## src/rtl/adc_pkg.sv

```systemverilog
// Shared constants, FSM state type and command encoding for the SPI ADC sampler.
package adc_pkg;

  localparam int DATA_W_DEF     = 10;
  localparam int FRAME_BITS     = 16;
  localparam int CMD_BITS       = 4;
  localparam int DATA_FIRST_BIT = 6;

  // Command bits 1..4 sent MSB first: start, single-ended, channel, MSB-first
  localparam logic CMD_START = 1'b1;
  localparam logic CMD_SGL   = 1'b1;
  localparam logic CMD_MSBF  = 1'b1;

  typedef enum logic [2:0] {
    IDLE,
    CS_SETUP,
    SHIFT,
    CS_HOLD,
    DONE
  } state_t;

  // mosi value for frame bit k (1-based); everything past the command is 0
  function automatic logic cmd_bit(input logic [4:0] k, input logic odd);
    logic b;
    case (k)
      5'd1:    b = CMD_START;
      5'd2:    b = CMD_SGL;
      5'd3:    b = odd;
      5'd4:    b = CMD_MSBF;
      default: b = 1'b0;
    endcase
    return b;
  endfunction

endpackage

```

## src/rtl/sclk_tick_gen.sv

```systemverilog
// SCLK half-period divider: rise/fall strobes and 1-based bit index while enabled.
module sclk_tick_gen
  import adc_pkg::*;
#(
  parameter int CLK_DIV = 4
) (
  input  logic       clk_i,
  input  logic       rst_i,
  input  logic       en,
  output logic       rise,
  output logic       fall,
  output logic [4:0] bit_idx
);

  localparam int DW = $clog2(CLK_DIV);
  localparam int BW = $clog2(FRAME_BITS);

  logic [DW-1:0] div_cnt;
  logic [BW-1:0] bit_cnt;
  logic          high;
  logic          half_end;

  // rise/fall name the edge at which sclk changes, i.e. the last cycle of a half
  assign half_end = en && (div_cnt == DW'(CLK_DIV - 1));
  assign rise     = half_end && !high;
  assign fall     = half_end && high;
  assign bit_idx  = 5'(bit_cnt) + 5'd1;

  // Half-period counter; restarts on the low half of bit 1 whenever disabled
  always_ff @(posedge clk_i or posedge rst_i) begin
    if (rst_i) begin
      div_cnt <= '0;
      bit_cnt <= '0;
      high    <= 1'b0;
    end else if (!en) begin
      div_cnt <= '0;
      bit_cnt <= '0;
      high    <= 1'b0;
    end else if (half_end) begin
      div_cnt <= '0;
      high    <= !high;
      if (high) bit_cnt <= bit_cnt + 1'b1;
    end else begin
      div_cnt <= div_cnt + 1'b1;
    end
  end

endmodule

```

## src/rtl/adc_spi_sampler.sv

```systemverilog
// Periodic MCP3002-style SPI ADC reader (mode 0) producing one sample per period.
module adc_spi_sampler
  import adc_pkg::*;
#(
  parameter int CLK_DIV    = 4,
  parameter int SAMPLE_DIV = 200,
  parameter int DATA_W     = DATA_W_DEF
) (
  input  logic              clk_i,
  input  logic              rst_i,
  input  logic              enable_i,
  input  logic              channel_i,
  input  logic              miso_i,
  output logic              cs_n_o,
  output logic              sclk_o,
  output logic              mosi_o,
  output logic [DATA_W-1:0] sample_o,
  output logic              sample_valid_o,
  output logic              busy_o,
  output logic              overrun_o
);

  localparam int DW            = $clog2(CLK_DIV);
  localparam int PW            = $clog2(SAMPLE_DIV);
  localparam int DATA_LAST_BIT = DATA_FIRST_BIT + DATA_W - 1;

  state_t            state, next_state;
  logic [DW-1:0]     st_cnt;
  logic [PW-1:0]     per_cnt;
  logic              tick, start, st_done, last_fall;
  logic              rise, fall;
  logic [4:0]        bit_idx;
  logic              ch_q;
  logic [DATA_W-1:0] shreg;
  logic              cs_n_d, busy_d, valid_d;

  // Sample period counter; parked at 0 while disabled so enable gives an immediate tick
  always_ff @(posedge clk_i or posedge rst_i) begin
    if (rst_i)                                            per_cnt <= '0;
    else if (!enable_i || per_cnt == PW'(SAMPLE_DIV - 1)) per_cnt <= '0;
    else                                                  per_cnt <= per_cnt + 1'b1;
  end

  assign tick      = enable_i && (per_cnt == '0);
  assign start     = (state == IDLE) && tick;
  assign st_done   = (st_cnt == DW'(CLK_DIV - 1));
  assign last_fall = fall && (bit_idx == 5'(FRAME_BITS));

  sclk_tick_gen #(.CLK_DIV(CLK_DIV)) u_sclk (
    .clk_i   (clk_i),
    .rst_i   (rst_i),
    .en      (state == SHIFT),
    .rise    (rise),
    .fall    (fall),
    .bit_idx (bit_idx)
  );

  // State register with per-state dwell counter (used by CS_SETUP / CS_HOLD)
  always_ff @(posedge clk_i or posedge rst_i) begin
    if (rst_i) begin
      state  <= IDLE;
      st_cnt <= '0;
    end else begin
      state  <= next_state;
      st_cnt <= (next_state != state) ? '0 : st_cnt + 1'b1;
    end
  end

  // Next-state logic
  always_comb begin
    next_state = state;
    case (state)
      IDLE:     if (tick)      next_state = CS_SETUP;
      CS_SETUP: if (st_done)   next_state = SHIFT;
      SHIFT:    if (last_fall) next_state = CS_HOLD;
      CS_HOLD:  if (st_done)   next_state = DONE;
      DONE:                    next_state = IDLE;
      default:                 next_state = IDLE;
    endcase
  end

  // Output decode from next state so the registered pins line up with the state
  always_comb begin
    cs_n_d  = 1'b1;
    busy_d  = 1'b0;
    valid_d = 1'b0;
    case (next_state)
      CS_SETUP, SHIFT: begin cs_n_d = 1'b0; busy_d = 1'b1; end
      CS_HOLD:         busy_d  = 1'b1;
      DONE:            valid_d = 1'b1;
      default:         ;
    endcase
  end

  // Registered pins and datapath: command out on sclk falls, data in on sclk rises
  always_ff @(posedge clk_i or posedge rst_i) begin
    if (rst_i) begin
      cs_n_o         <= 1'b1;
      sclk_o         <= 1'b0;
      mosi_o         <= 1'b0;
      sample_o       <= '0;
      sample_valid_o <= 1'b0;
      busy_o         <= 1'b0;
      overrun_o      <= 1'b0;
      ch_q           <= 1'b0;
      shreg          <= '0;
    end else begin
      cs_n_o         <= cs_n_d;
      busy_o         <= busy_d;
      sample_valid_o <= valid_d;
      overrun_o      <= tick && (state != IDLE);

      if (rise)                               sclk_o <= 1'b1;
      else if (fall || next_state != SHIFT)   sclk_o <= 1'b0;

      if (start) begin
        ch_q   <= channel_i;
        mosi_o <= cmd_bit(5'd1, channel_i);
        shreg  <= '0;
      end else begin
        if (fall) mosi_o <= cmd_bit(bit_idx + 5'd1, ch_q);
        if (rise && bit_idx >= 5'(DATA_FIRST_BIT) && bit_idx <= 5'(DATA_LAST_BIT))
          shreg <= {shreg[DATA_W-2:0], miso_i};
      end

      if (valid_d) sample_o <= shreg;
    end
  end

endmodule
```

## config.mk

```make
export PLATFORM = sky130hd
export DESIGN_NAME = adc_spi_sampler
export DESIGN_NICKNAME = d
export VERILOG_FILES = /design/src/rtl/adc_pkg.sv /design/src/rtl/sclk_tick_gen.sv /design/src/rtl/adc_spi_sampler.sv
export SDC_FILE = /design/constraint.sdc
export NUM_CORES = 1
export LEC_CHECK = 0
export BUFFER_PORTS_ARGS = -buffer_cell sky130_fd_sc_hd__buf_2
export CORE_MARGIN = 2
export CORE_UTILIZATION = 39
export CTS_CLUSTER_DIAMETER = 50
export DETAILED_ROUTE_END_ITERATION = 8
export SYNTH_ARGS = -nofsm -noshare
export SYNTH_HDL_FRONTEND = slang
export SYNTH_SLANG_ARGS = --single-unit
```

## constraint.sdc

```tcl
create_clock -name clk_i -period 4.1 [get_ports clk_i]
set_clock_uncertainty 0.1 [all_clocks]
set_input_delay 0.82 -clock clk_i [delete_from_list [all_inputs] [get_ports clk_i]]
set_output_delay 0.82 -clock clk_i [all_outputs]
set_load 0.1 [all_outputs]
```

==> results.md, run 1 <==
* Initial DRC Count at 52
* Maxcap violations at 0
* RSZ-0062 raised after global routing: false
* Commonest non-fill, non-tap cell in the layout: dfrtp_1
* RePlAce Congestion at 0.7685
* Synth unique cells at 40
* Via Count at 1494
* Post-synth ARST share at 100.0%
* Die width at 79.74 µm
* Top-area cell type share of the netlist area at 51.45%
* Final setup vio count at 0
* Primary FF master, synth: dfrtp_1
* CP Capture Type: flop
* Critical Path RT at 4.19 ns
* Synthesized flop and latch total at 47
* Synth warnings at 0
* Setup TNS at 0 ns
* Fill cells at 557
* Area grow syn2layout at 10.79%
* Worst-path clk slew at 0.09 ns
* CTS H-tree lvls at 2
* Core area at 5540 µm²
* Post-DP Area at 2394 µm²
* Layout cells sized above 1 at 16.39%
* Static Leak at 1.258 nW
* Ant. Diodes at 0
* Vias per inst at 4.819
* Largest area contributor in the netlist: dfrtp_1
* Most frequent cells in the layout: dfrtp_1, nand2_1, buf_2
* Finished Cell Area at 2479 µm²
* Fmax at 0.3992 GHz
* Clk root buf: clkbuf_8
* Vias in the first global route at 1567
* Initial antenna violation count at 0
* Full die area at 6358 µm²
* First-pass GRT wire length at 7.238 mm
* Max-slew violation count at 0
* Total Nets Final at 253
* Register area share after synthesis at 52.63%
* Top cells by area, synth: dfrtp_1, nand2_1, ha_1, mux2i_1, xnor2_1
* Mapped Cells at 217
* Die Y at 79.74 µm
* Global-route usage over all layers at 14.37%
* Status: finished, final reports clean
* Initial Utilization at 40.38%
* Crit path DAT at 2.60 ns
* Relative slew slack at 34.63%
* EDFF count, synth at 0
* CTS tree: done
* Clk_lat worst skew at 0.29 ns
* Post_cts resized at 0
* Mapped Nets at 233
* Tcrit/Tclk final at 61.10%
* Post-detailed-route count of antenna-violating nets at 0
* Avg Inst Size Synth at 10.31 µm²
* Crit Path Class: flop to flop
* Hold_buf cts at 0
* Tot Pwr at 0.7728 mW
* Final Hold Fails at 0
* Critical Path Start Type: flop
* Worst Path Max Fanout at 10
* DP HPWL at 2.733 mm
* Drt wl/cell at 12.47 µm
* Power Density at 311.8 nW/µm²
* CTS Buf Count at 5
* Number of top-level pins at 21
* CTS max path bufs at 2
* Netlist area before placement at 2237 µm²
* Final core occ at 44.74%
* Largest net degree at the start of global routing at 48
* VDD IR-drop max at 0.1515 mV
* DR DRC count at 0
* Min-delay worst type: flop to flop
* Total Routed Length at 3.867 mm
* Total gr overflow at 0
* Slew @ Worst Pin at 0.9791 ns
* IO Port Bufs at 20
* Final min period at 2.505 ns
* Post-CTS Setup Inserts at 0
* Row cnt at 27
* TritonCTS sink count at 47
* Number of iterations in the first detailed-routing pass at 4
[layer usage]
layer	vias up	track usage [%]	wire, µm
met5	-	0	0
met2	18	22.18	1679
met4	0	4.576	54
met3	8	3.054	126
li1	764	-	-
met1	704	20.26	2007
[area by class of cell]
cell class | count | area [µm²] | area share (%)
multi-input combinational | 150 | 977.2 | 39.42
clock inverter | 2 | 12.51 | 0.5048
sequential | 47 | 1177 | 47.50
timing repair buffer | 20 | 100.1 | 4.038
inverter | 13 | 48.80 | 1.969
tap | 72 | 90.09 | 3.635
clock buffer | 6 | 72.57 | 2.928
[stage by stage]
step                hold slack, ns  setup slack, ns  cells
global route                0.3585            1.341    310
floorplan                   0.3099            1.791    217
finish                      0.3388            1.595    310
detailed placement          0.3289            1.591    302
CTS                         0.3410            1.581    310
global placement            0.3227            1.612    302
[synth_stat cells (all sizes together) (3+ instances only)]
library cell and number:
a21oi 3, a31o 3, o21ai 8, nor3 3, xor2 7, nand2 42, nor2 15, and3 6
xnor2 8, mux2i 7, ha 11, clkbuf 3, nor2b 3, and2 4, inv 12, nor3b 3
buf 4, nand4 3, nand3 12, dfrtp 46
[power by group]
group	switching, mW	internal (mW)
sequential	0.00291	0.467
clock	0.153	0.119
combinational	0.0231	0.00700
[registers in the layout, indices dropped and copies added (netlist names)]
name and count:
busy_o 1, ch_q 1, st_cnt 2, shreg 10, sclk_o 1, u_sclk.div_cnt 2, mosi_o 1, overrun_o 1
sample_o 10, cs_n_o 1, u_sclk.high 1, sample_valid_o 1, state 3, per_cnt 8, u_sclk.bit_cnt 4
[worst paths after layout]
kind	startpoint	endpoint	slack [ns]	depth (start not counted)
max	u_sclk.bit_cnt[1]	shreg[8]	1.59	8
min	st_cnt[0]	st_cnt[0]	0.34	1
max reg2reg	u_sclk.bit_cnt[1]	shreg[8]	1.59	8
min reg2reg	st_cnt[0]	st_cnt[0]	0.34	1
max in group asynchronous	rst_i	mosi_o	2.65	2
min in group asynchronous	rst_i	sample_o[9]	0.65	2
[critical path, stage by stage (launching register included)]
cell and delay, ns:
dfrtp_1 0.48, ha_1 0.37, xor2_1 0.29, and3_1 0.20
ha_1 0.13, inv_1 0.05, a311oi_4 0.34, nand2_4 0.18
a31o_1 0.26
[kinds of logic after synthesis]
| family | count (synthesis) | share of synthesized area, % |
|---|---|---|
| AO/OA/AOI/OAI | 21 | 7.160 |
| AND/OR/NAND/NOR | 94 | 20.36 |
| adder cells (fa/ha/maj) | 12 | 6.655 |
| buffers and inverters | 20 | 3.691 |
| multiplexers | 8 | 3.635 |
| XOR/XNOR | 15 | 5.873 |
| flip-flops | 47 | 52.63 |
Power figures use the tool's default switching activity.
==> inputs of run 2 (changes only) <==
--- a/config.mk
+++ b/config.mk
@@ -5,6 +5,7 @@
 export SDC_FILE = /design/constraint.sdc
 export NUM_CORES = 1
 export LEC_CHECK = 0
+export ABC_AREA = 1
 export BUFFER_PORTS_ARGS = -buffer_cell sky130_fd_sc_hd__buf_2
 export CORE_MARGIN = 2
 export CORE_UTILIZATION = 39
==> constraint.sdc (replaced) <==
create_clock -name clk_i -period 2.6 [get_ports clk_i]
set_clock_uncertainty 0.1 [all_clocks]
set_input_delay 0.52 -clock clk_i [delete_from_list [all_inputs] [get_ports clk_i]]
set_output_delay 0.52 -clock clk_i [all_outputs]
set_load 0.1 [all_outputs]
==> run 2 against run 1 <==
Worst hold slack worse by 0.28 ns. Area after synthesis grew 3.8%. Die area rose by 3.6%. Sequential cell count unchanged. Global-route usage rose by 0.89 points. Critical path type unchanged.
==> results.md, run 2 <==
* Synth cell count leaders: nand2_1, dfrtp_1, inv_1, nand3_1, nor2_1 (was dfrtp_1, nand2_1, nor2_1, inv_1, nand3_1)
* Multi-input gate area at 953.4 µm² (was 977.2 µm²)
* Setup TNS at 0 ns (unchanged)
* Total Routed Length at 4.291 mm (was 3.867 mm)
* TritonCTS sink count at 47 (unchanged)
* Final Hold Fails at 0 (unchanged)
* Via Count at 1734 (was 1494)
* Avg Inst Size Synth at 8.353 µm² (was 10.31 µm²)
* Ant. Diodes at 0 (unchanged)
* Critical Path Start Type: flop (unchanged)
* Top flop regs: sample_o x10, shreg x10, per_cnt x8 (unchanged)
* Largest area contributor in the netlist: dfrtp_1 (unchanged)
* Tot Pwr at 1.229 mW (was 0.7728 mW)
* Status: finished, final reports clean (unchanged)
* Vias in the first global route at 1683 (was 1567)
* CTS Buf Count at 5 (unchanged)
* Tcrit/Tclk final at 78.38% (was 61.10%)
* Maxcap violations at 0 (unchanged)
* Final setup vio count at 0 (unchanged)
* CP Capture Type: flop (unchanged)
* IO Port Bufs at 20 (unchanged)
* Fmax at 0.4907 GHz (was 0.3992 GHz)
* Clk root buf: clkbuf_8 (unchanged)
* Die Y at 81.17 µm (was 79.74 µm)
* VDD IR-drop max at 0.2133 mV (was 0.1515 mV)
* RSZ-0062 raised after global routing: false (unchanged)
* Top-count cell post-synth: nand2_1 (was dfrtp_1)
* Crit path DAT at 2.17 ns (was 2.60 ns)
* Reg area at 1177 µm² (unchanged)
* Layout cells sized above 1 at 16.39% (about the same)
* RePlAce Congestion at 0.7842 (was 0.7685)
* Hold Slack at 0.06194 ns (was 0.3388 ns)
* DR DRC count at 0 (unchanged)
* Initial Utilization at 39.69% (was 40.38%)
* Min-delay worst type: primary input to asynchronous set/reset pin (was flop to flop)
* Placed insts at 372 (was 302)
* CTS tree: done (unchanged)
* Hold_buf cts at 0 (unchanged)
* Primary FF master, synth: dfrtp_1 (unchanged)
* Number of iterations in the first detailed-routing pass at 4 (unchanged)
* Initial DRC Count at 72 (was 52)
* DP HPWL at 3.114 mm (was 2.733 mm)
* Vias per inst at 4.563 (was 4.819)
* Final core occ at 44.27% (was 44.74%)
* Critical Path RT at 2.73 ns (was 4.19 ns)
* Row cnt at 28 (was 27)
* Slew @ Worst Pin at 0.6484 ns (was 0.9791 ns)
* Post-synth ARST share at 100.0% (unchanged)
* Top cells by area, synth: dfrtp_1, nand2_1, inv_1, ha_1, nand3_1 (was dfrtp_1, nand2_1, ha_1, mux2i_1, xnor2_1)
* Worst-path clk slew at 0.09 ns (about the same)
* Crit Path Class: flop to flop (unchanged)
* Max-slew violation count at 0 (unchanged)
* Synth warnings at 0 (unchanged)
* Synth unique cells at 26 (was 40)
* Register area share after synthesis at 50.70% (was 52.63%)
* Largest net degree at the start of global routing at 19 (was 48)
* Worst path cell trace: inv_1 > ha_1 > inv_1 > nand2_1 > nand3_1 > nand2_1 > nor2_1 > nor2_4 > nand2_4 > nand2_1 > o21ai_2 (was ha_1 > xor2_1 > and3_1 > ha_1 > inv_1 > a311oi_4 > nand2_4 > a31o_1)
* CP top delay family: simple AND/OR/NAND/NOR gates (was compound AO/OA/AOI/OAI gates)
* Full die area at 6588 µm² (was 6358 µm²)
* Area grow syn2layout at 11.53% (was 10.79%)
* Global-route usage over all layers at 15.26% (was 14.37%)
* Final min period at 2.038 ns (was 2.505 ns)
* Finished Layout Cells at 380 (was 310)
* Relative slew slack at 56.65% (was 34.63%)
* Core area at 5851 µm² (was 5540 µm²)
* Total Nets Final at 320 (was 253)
* Netlist area before placement at 2322 µm² (was 2237 µm²)
* First-pass GRT wire length at 7.659 mm (was 7.238 mm)
* Synthesized flop and latch total at 47 (unchanged)
* Slowest cell on crit path: dfrtp_1 (unchanged)
* Largest stage delay, worst path at 0.49 ns (was 0.48 ns)
* Post_cts resized at 0 (unchanged)
* EDFF count, synth at 0 (unchanged)
* Initial antenna violation count at 0 (unchanged)
* Most frequent cells in the layout: nand2_1, dfrtp_1, inv_1 (was dfrtp_1, nand2_1, buf_2)
* CTS max path bufs at 2 (unchanged)
* Post-detailed-route count of antenna-violating nets at 0 (unchanged)
* Post-CTS Setup Inserts at 0 (unchanged)
* Crit path top cell by count: nand2_1 (was ha_1)
* Die width at 81.17 µm (was 79.74 µm)
* CTS H-tree lvls at 2 (unchanged)
* Top-area cell type share of the netlist area at 49.57% (was 51.45%)
* Commonest non-fill, non-tap cell in the layout: nand2_1 (was dfrtp_1)
* Worst Path Max Fanout at 18 (was 10)
* Drt wl/cell at 11.29 µm (was 12.47 µm)
* Mapped Cells at 278 (was 217)
* Clk_lat worst skew at 0.30 ns (was 0.29 ns)
* Worst path bufs/invs at 2 (was 1)
* Mapped Nets at 294 (was 233)
* Number of top-level pins at 21 (unchanged)
* Total gr overflow at 0 (unchanged)
* Fill cells at 586 (was 557)
* Static Leak at 1.486 nW (was 1.258 nW)
* Power Density at 474.3 nW/µm² (was 311.8 nW/µm²)
run 2: routing by layer:
layer | routed length, µm | vias up | global-route usage [%] | share of wire [%]
met2 | 1913 | 19 | 23.97 | 45
met3 | 145 | 5 | 3.444 | 3.4
met1 | 2152 | 794 | 20.23 | 50
li1 | - | 916 | - | -
met4 | 80 | 0 | 6.610 | 1.9
met5 | 0 | - | 0 | 0
run 2: through the flow:
stage | setup slack (ns) | cell area (µm²)
after floorplan | 0.7915 | 2322
after global placement | 0.6273 | 2505
after detailed placement | 0.5778 | 2505
after CTS | 0.5600 | 2590
after global routing | 0.3412 | 2590
final | 0.5622 | 2590
run 2: final timing paths:
check,slack (ns),from,cells past startpoint,to
min in group clk_i,0.34,st_cnt[0],1,st_cnt[0]
hold reg to reg,0.34,st_cnt[0],1,st_cnt[0]
hold / removal,0.06,rst_i,2,u_sclk.high
setup reg to reg,0.56,u_sclk.bit_cnt[0],11,shreg[5]
setup / recovery,0.56,u_sclk.bit_cnt[0],11,shreg[5]
max in group asynchronous,1.80,rst_i,3,per_cnt[0]
run 2: area by class of cell:
class | count | share of cell area [%]
flip-flops and latches | 47 | 45.46
multi-input cells | 185 | 36.81
inverters | 42 | 6.087
repair buffers | 23 | 4.734
well taps | 75 | 3.623
clock buffers | 6 | 2.802
clock inverters | 2 | 0.4831
run 2: report_power, final:
group	switching, mW	internal [mW]	total, mW
Clock	0.247	0.188	0.435
Combinational	0.0390	0.0127	0.0517
Sequential	0.00465	0.737	0.742
Total	0.290	0.938	1.23
run 2: logic make-up after synthesis:
| kind of cell | after synthesis | synth area share, % |
|---|---|---|
| AOI/OAI and AO/OA | 19 | 5.549 |
| adders and majority gates | 11 | 5.927 |
| buffers and inverters | 46 | 8.243 |
| DFF | 47 | 50.70 |
| muxes | 1 | 0.4849 |
| and+or+nand+nor | 154 | 29.09 |
